### config.mk
export PLATFORM = sky130hd
export DESIGN_NAME = sum8_sequencer
export DESIGN_NICKNAME = d
export VERILOG_FILES = /design/src/rtl/sum8_sequencer.sv
export SDC_FILE = /design/constraint.sdc
export NUM_CORES = 1
export LEC_CHECK = 0
export CORE_MARGIN = 5
export CORE_UTILIZATION = 46
export CTS_CLUSTER_SIZE = 30
export DETAILED_ROUTE_END_ITERATION = 10
export PLACE_DENSITY_LB_ADDON = 0.3
export SLEW_MARGIN = 20
export SYNTH_ARGS = -nofsm -noshare
export SYNTH_HDL_FRONTEND = slang
export SYNTH_SLANG_ARGS = --single-unit
### constraint.sdc
create_clock -name clk -period 5 [get_ports clk]
set_input_delay 1 -clock clk [delete_from_list [all_inputs] [get_ports clk]]
set_output_delay 1 -clock clk [all_outputs]
set_load 0.02 [all_outputs]
### src/rtl/sum8_sequencer.sv
`default_nettype none
// ============================================================================
// Module      : sum8_sequencer
// Description : Plays a software-loaded vector table into the sum8
//               accumulator input, one vector per cycle. After the table is
//               played it waits out the accumulator latency, captures the
//               accumulated sum and pulses done. Runs can be restarted or
//               aborted.
//               Optional self-check: define SUM8_SEQ_CHECK_EN to add a shadow
//               accumulator and the sticky mismatch output.
// Revision    : 1.0 - initial release
// ============================================================================
module sum8_sequencer #(
  parameter int WIDTH   = 8,
  parameter int DEPTH   = 8,
  parameter int ACC_LAT = 1
) (
  input  logic                       clk,
  input  logic                       rst,
  input  logic                       cfg_we,
  input  logic [$clog2(DEPTH)-1:0]   cfg_addr,
  input  logic [WIDTH-1:0]           cfg_data,
  input  logic [$clog2(DEPTH+1)-1:0] cfg_len,
  input  logic                       start,
  input  logic                       abort,
  output logic [WIDTH-1:0]           sum_i,
  input  logic [WIDTH-1:0]           sum_o,
  output logic                       busy,
  output logic                       done,
`ifdef SUM8_SEQ_CHECK_EN
  output logic                       mismatch,
`endif
  output logic [WIDTH-1:0]           result
);

  localparam int AW = $clog2(DEPTH);
  localparam int LW = $clog2(DEPTH+1);
  localparam int CW = 2;  // ACC_LAT is at most 4, so 0..3 fits
  localparam logic [LW-1:0] LEN_MAX    = LW'(DEPTH);
  localparam logic [CW-1:0] DRAIN_LAST = CW'(ACC_LAT - 1);

  typedef enum logic [1:0] {
    IDLE  = 2'd0,
    RUN   = 2'd1,
    DRAIN = 2'd2,
    DONE  = 2'd3
  } state_t;

  state_t           state_q, state_d;
  logic [LW-1:0]    idx_q, idx_d;
  logic [LW-1:0]    len_q, len_d;
  logic [CW-1:0]    cnt_q, cnt_d;
  logic [WIDTH-1:0] result_q, result_d;
  logic [WIDTH-1:0] mem_q [DEPTH];

  logic             w_addr_ok;
  logic             w_mem_we;
  logic             w_start_ok;
  logic             w_drain_end;
  logic [LW-1:0]    w_len_clamped;

  // Only a non-power-of-two depth can see an out-of-range address
  generate
    if ((1 << AW) == DEPTH) begin : g_addr_full
      assign w_addr_ok = 1'b1;
    end else begin : g_addr_range
      assign w_addr_ok = (32'(cfg_addr) < DEPTH);
    end
  endgenerate

  assign w_mem_we      = cfg_we && (state_q == IDLE) && w_addr_ok;
  assign w_start_ok    = (state_q == IDLE) && start && !abort;
  assign w_len_clamped = (cfg_len > LEN_MAX) ? LEN_MAX : cfg_len;
  assign w_drain_end   = (state_q == DRAIN) && !abort && (cnt_q == DRAIN_LAST);

  // Vector memory: writable only while idle so a run sees a stable table
  always_ff @(posedge clk or negedge rst) begin
    if (!rst) begin
      for (int k = 0; k < DEPTH; k++) mem_q[k] <= '0;
    end else if (w_mem_we) begin
      mem_q[cfg_addr] <= cfg_data;
    end
  end

  // Control state register
  always_ff @(posedge clk or negedge rst) begin
    if (!rst) begin
      state_q  <= IDLE;
      idx_q    <= '0;
      len_q    <= '0;
      cnt_q    <= '0;
      result_q <= '0;
    end else begin
      state_q  <= state_d;
      idx_q    <= idx_d;
      len_q    <= len_d;
      cnt_q    <= cnt_d;
      result_q <= result_d;
    end
  end

  // Next-state logic and vector output; sum_i is zero outside RUN so the
  // accumulator holds its value
  always_comb begin
    state_d  = state_q;
    idx_d    = idx_q;
    len_d    = len_q;
    cnt_d    = cnt_q;
    result_d = result_q;
    sum_i    = '0;
    unique case (state_q)
      IDLE: begin
        if (w_start_ok) begin
          len_d   = w_len_clamped;
          idx_d   = '0;
          cnt_d   = '0;
          state_d = (w_len_clamped == '0) ? DRAIN : RUN;
        end
      end
      RUN: begin
        sum_i = mem_q[idx_q[AW-1:0]];
        if (abort) begin
          state_d = IDLE;
        end else begin
          idx_d = idx_q + LW'(1);
          if ((idx_q + LW'(1)) == len_q) begin
            cnt_d   = '0;
            state_d = DRAIN;
          end
        end
      end
      DRAIN: begin
        if (abort) begin
          state_d = IDLE;
        end else if (cnt_q == DRAIN_LAST) begin
          result_d = sum_o;
          state_d  = DONE;
        end else begin
          cnt_d = cnt_q + CW'(1);
        end
      end
      DONE: begin
        state_d = IDLE;
      end
      default: begin
        state_d = IDLE;
      end
    endcase
  end

  assign busy   = (state_q != IDLE);
  assign done   = (state_q == DONE);
  assign result = result_q;

`ifdef SUM8_SEQ_CHECK_EN
  logic [WIDTH-1:0] shadow_q, shadow_d;
  (* mark_debug = "true" *) logic mismatch_q;
  logic             mismatch_d;

  // Shadow sum: base captured at start, then every played vector added
  always_comb begin
    shadow_d   = shadow_q;
    mismatch_d = mismatch_q;
    if (w_start_ok) begin
      shadow_d = sum_o;
    end else if ((state_q == RUN) && !abort) begin
      shadow_d = shadow_q + sum_i;
    end
    if (w_drain_end && (sum_o != shadow_q)) begin
      mismatch_d = 1'b1;
    end
  end

  // Checker registers; mismatch is sticky until reset
  always_ff @(posedge clk or negedge rst) begin
    if (!rst) begin
      shadow_q   <= '0;
      mismatch_q <= 1'b0;
    end else begin
      shadow_q   <= shadow_d;
      mismatch_q <= mismatch_d;
    end
  end

  assign mismatch = mismatch_q;
`endif

endmodule
`default_nettype wire

==> metrics list <==
- Synthesis produced 269 cells.
- Data on the critical path arrives at its endpoint at 2580 ps.
- Share of the clock period used by the worst path: 0.717
* Detail-routed net length per standard cell: 18.6 um
* Cells on Worst Hold Path: 1
* Chip Width: 102 um
- Worst reg-to-reg path cell count: 5
- The finished layout holds 426 standard cells, fillers aside.
* Fraction of the yosys area taken by sequential cells: 0.539
- In this run the standard cell core region covers 0.00826 mm^2.
* Remaining number of nets flagged by the antenna check after routing: 0
* Total CTS buffers: 9
* Fraction of layout instances using a drive strength above 1: 0.324
- In the final timing run, aggregate negative setup slack is 0 ps.
- The first routing iteration left 89 violations.
* Half-perimeter wire length after placement: 5210 um
* Count of port buffers added during placement: 45
- GRT Overall Usage: 0.169
- Count of final max-slew check failures: 0
* Number of distinct library cells after synthesis: 37
* Flip-flop and latch count after synthesis: 84
* Kind of launch point of the worst setup path: flop
- Clock tree synthesis found a total of 84 sinks.
- Seq pwr share: 0.449
* Highest Clock Rate: 279 MHz
- 0 antenna diodes ended up in the layout.
- The tightest min-delay check is of the flop to flop type.
- Root Buffer Master: clkbuf_8
- Die Footprint: 0.0104 mm^2
- Area overhead of the layout relative to synthesis: 19.4%
* Total leakage power: 1.92 nW
- Vias per inst: 5.58
- Clock share of power: 0.200
* Yosys Warn Count: 0
* Placed cell count: 410
- TritonCTS built the clock tree.
- Across the VDD grid, the largest voltage drop is 0.287 mV.
- The congestion estimate from routability-driven global placement came to 0.729.
- Measured along the y axis, the die boundary spans 102 um.
- First drt pass iteration count: 4
- In the synthesized netlist the async set-or-reset flop fraction comes to 1.00.
- After synthesis, the mean cell area works out to 14.5 um^2.
* Flop2flop setup slack: 2570 ps
- The clock period could shrink to 3580 ps.
* Max-capacitance violation count: 0
- Clock latency reported for the late side of the worst-skew pair: 360 ps
- The clock tree synthesis step divided the H-tree into 3 levels.
- At the worst endpoint, the required time is 4000 ps.
* Number of endpoints failing setup at the final stage: 0
- Summed over all nets, the switching power comes to 0.782 mW.
- Among all flip-flop cells after synthesis, the most frequent one is dfrtp_1.
- Pin placement for this block handled 46 I/O pins.
- Power density cells: 558 mW/mm^2
- Entering global routing, the biggest net connects 85 pins.
- Relative max-transition margin: 0.430
- After detailed routing, the number of remaining DRC violations is 0.
- At the pin with the least slew margin, the transition time is 854 ps.
* Number of global-route vias before repair: 2,471
- Of the total power, combinational logic draws 0.351.
- Setup slack on the critical path of the routed design comes to 1420 ps.
- Antenna violations before repair: 0
- Unrepaired setup endpoints after global routing: no
* Worst clock skew on the final layout: 9.03 ps
- Routed wire length: 7940 um
- Global routing finished with a remaining overflow of 0.
* Clock input transition at the sequential cells of the worst setup and hold paths: 80 ps
* Number of enable flip-flop cells after synthesis: 0
- In this run, post-CTS repair resized a total of 0 instances.
* Starting utilization of the core area: 0.472
- After layout, the design draws a total of 2.60 mW.
* Outcome: finished, final reports clean
- Worst slack at placement: 1780 ps
- At the end of the flow the core is filled with cells to 0.564.
* Hold buffer count at CTS: 0
- Switching portion of total power: 0.301
- Endpoint type of the worst setup path: primary output
* Final-report hold violation count: 0
- In this run the worst path has a maximum fanout of 14.
- The critical path is of the flop to primary output type.
- No sink is reached through more buffers than the 2 on the longest clock path.
* Vias after detailed routing: 2,379
- The number of setup buffers added after CTS is 0.
- The initialized floorplan defines 33 standard-cell rows.
- Synthesized Nets: 299
- For this run, the post-layout net count is 346.
* Post-synthesis instance area: 0.00390 mm^2
- Internal power of the cells: 1.82 mW
- The first global-routing pass estimated 13,200 um of wire.
logic make-up after synthesis:
group           count (synthesis)  share of synthesized area
mux                            97                      0.324
compound gates                 16                     0.0257
fa+ha+maj                       2                    0.00641
simple gates                   48                     0.0722
xor+xnor                        7                     0.0157
flops                          84                      0.539
buf+inv                        15                     0.0176
state kept, by name (all words and copies together), names as in the netlist:
register and cells:
result 8, mem_q 64, len_q 4, state_q 2, cnt_q 2, idx_q 4
cells in the mapped netlist (3+ instances only):
cell type / instances / area share
mux2_2: 65 / 0.19
nor2b_1: 3 / 0.0048
mux4_2: 16 / 0.092
inv_1: 5 / 0.0048
mux2_1: 8 / 0.023
nand3b_1: 4 / 0.0077
xnor2_1: 4 / 0.0090
xor2_1: 3 / 0.0067
nor2_1: 13 / 0.013
nand2_2: 3 / 0.0048
and3_1: 3 / 0.0048
mux2i_1: 8 / 0.021
dfrtp_1: 84 / 0.54
clkbuf_1: 3 / 0.0029
o21ai_0: 8 / 0.010
buf_2: 4 / 0.0051
nand2_1: 8 / 0.0077
worst paths after layout:
path | from | end
worst max-delay path | idx_q[0] | sum_i[0]
worst min-delay path | mem_q[11] | mem_q[11]
worst max register to register | idx_q[1] | cnt_q[0]
worst min register to register | mem_q[11] | mem_q[11]
max in group asynchronous | rst | mem_q[35]
min in group asynchronous | rst | result[2]
power by group through the flow:
| stage | Clock (mW) | Combinational [mW] | Sequential, mW |
|---|---|---|---|
| after global routing | 0.562 | 0.998 | 1.21 |
| after global placement | 0 | 0.899 | 1.17 |
| final | 0.520 | 0.913 | 1.17 |
| after CTS | 0.535 | 0.928 | 1.17 |
| after detailed placement | 0 | 0.926 | 1.18 |
| after floorplan | 0 | 0.695 | 1.11 |
metrics by stage:
step	hold slack, ps	instance area (um^2)
floorplan	452	3900
global placement	464	4440
detailed placement	469	4440
CTS	486	4650
global route	522	4660
finish	486	4660
critical path, stage by stage (launching register included):
cell	delay (ps)
dfrtp_1	530
buf_4	370
mux4_2	530
mux2i_1	140
nor2_1	70
clkdlybuf4s50_1	570
area by class of cell:
class                           count  area (um^2)
Fill cell                         688         3600
Multi-Input combinational cell    170         1730
Tap cell                          105          131
Inverter                            5         18.8
Sequential cell                    84         2100
Clock buffer                       10          128
Timing Repair Buffer               46          459
Clock inverter                      6         88.8
placed cells by master, fill, tap and decap left out, types with 3 or more instances in the layout:
| master | Yosys | routed |
|---|---|---|
| dfrtp_1 | 84 | 84 |
| mux2_2 | 65 | 65 |
| clkdlybuf4s50_1 | 0 | 44 |
| mux4_2 | 16 | 16 |
| nor2_1 | 13 | 13 |
| clkbuf_8 | 0 | 9 |
| mux2i_1 | 8 | 8 |
| nand2_1 | 8 | 8 |
| mux2_1 | 8 | 8 |
| o21ai_0 | 8 | 8 |
| inv_1 | 5 | 5 |
| xnor2_1 | 4 | 4 |
| nand3b_1 | 4 | 4 |
| nor2b_1 | 3 | 3 |
| nand2_2 | 3 | 3 |
| and3_1 | 3 | 3 |
| xor2_1 | 3 | 3 |
layer usage:
layer  wire length, um  GRT usage  vias to the layer above  share of wire
met5                 0          0                        -              0
met1              3500      0.227                     1216           0.44
met4               129     0.0535                        0          0.016
li1                  -          -                     1088              -
met3               502     0.0478                       12          0.063
met2              3800      0.269                       63           0.48
Note: power is estimated with default switching activity, not from simulation.
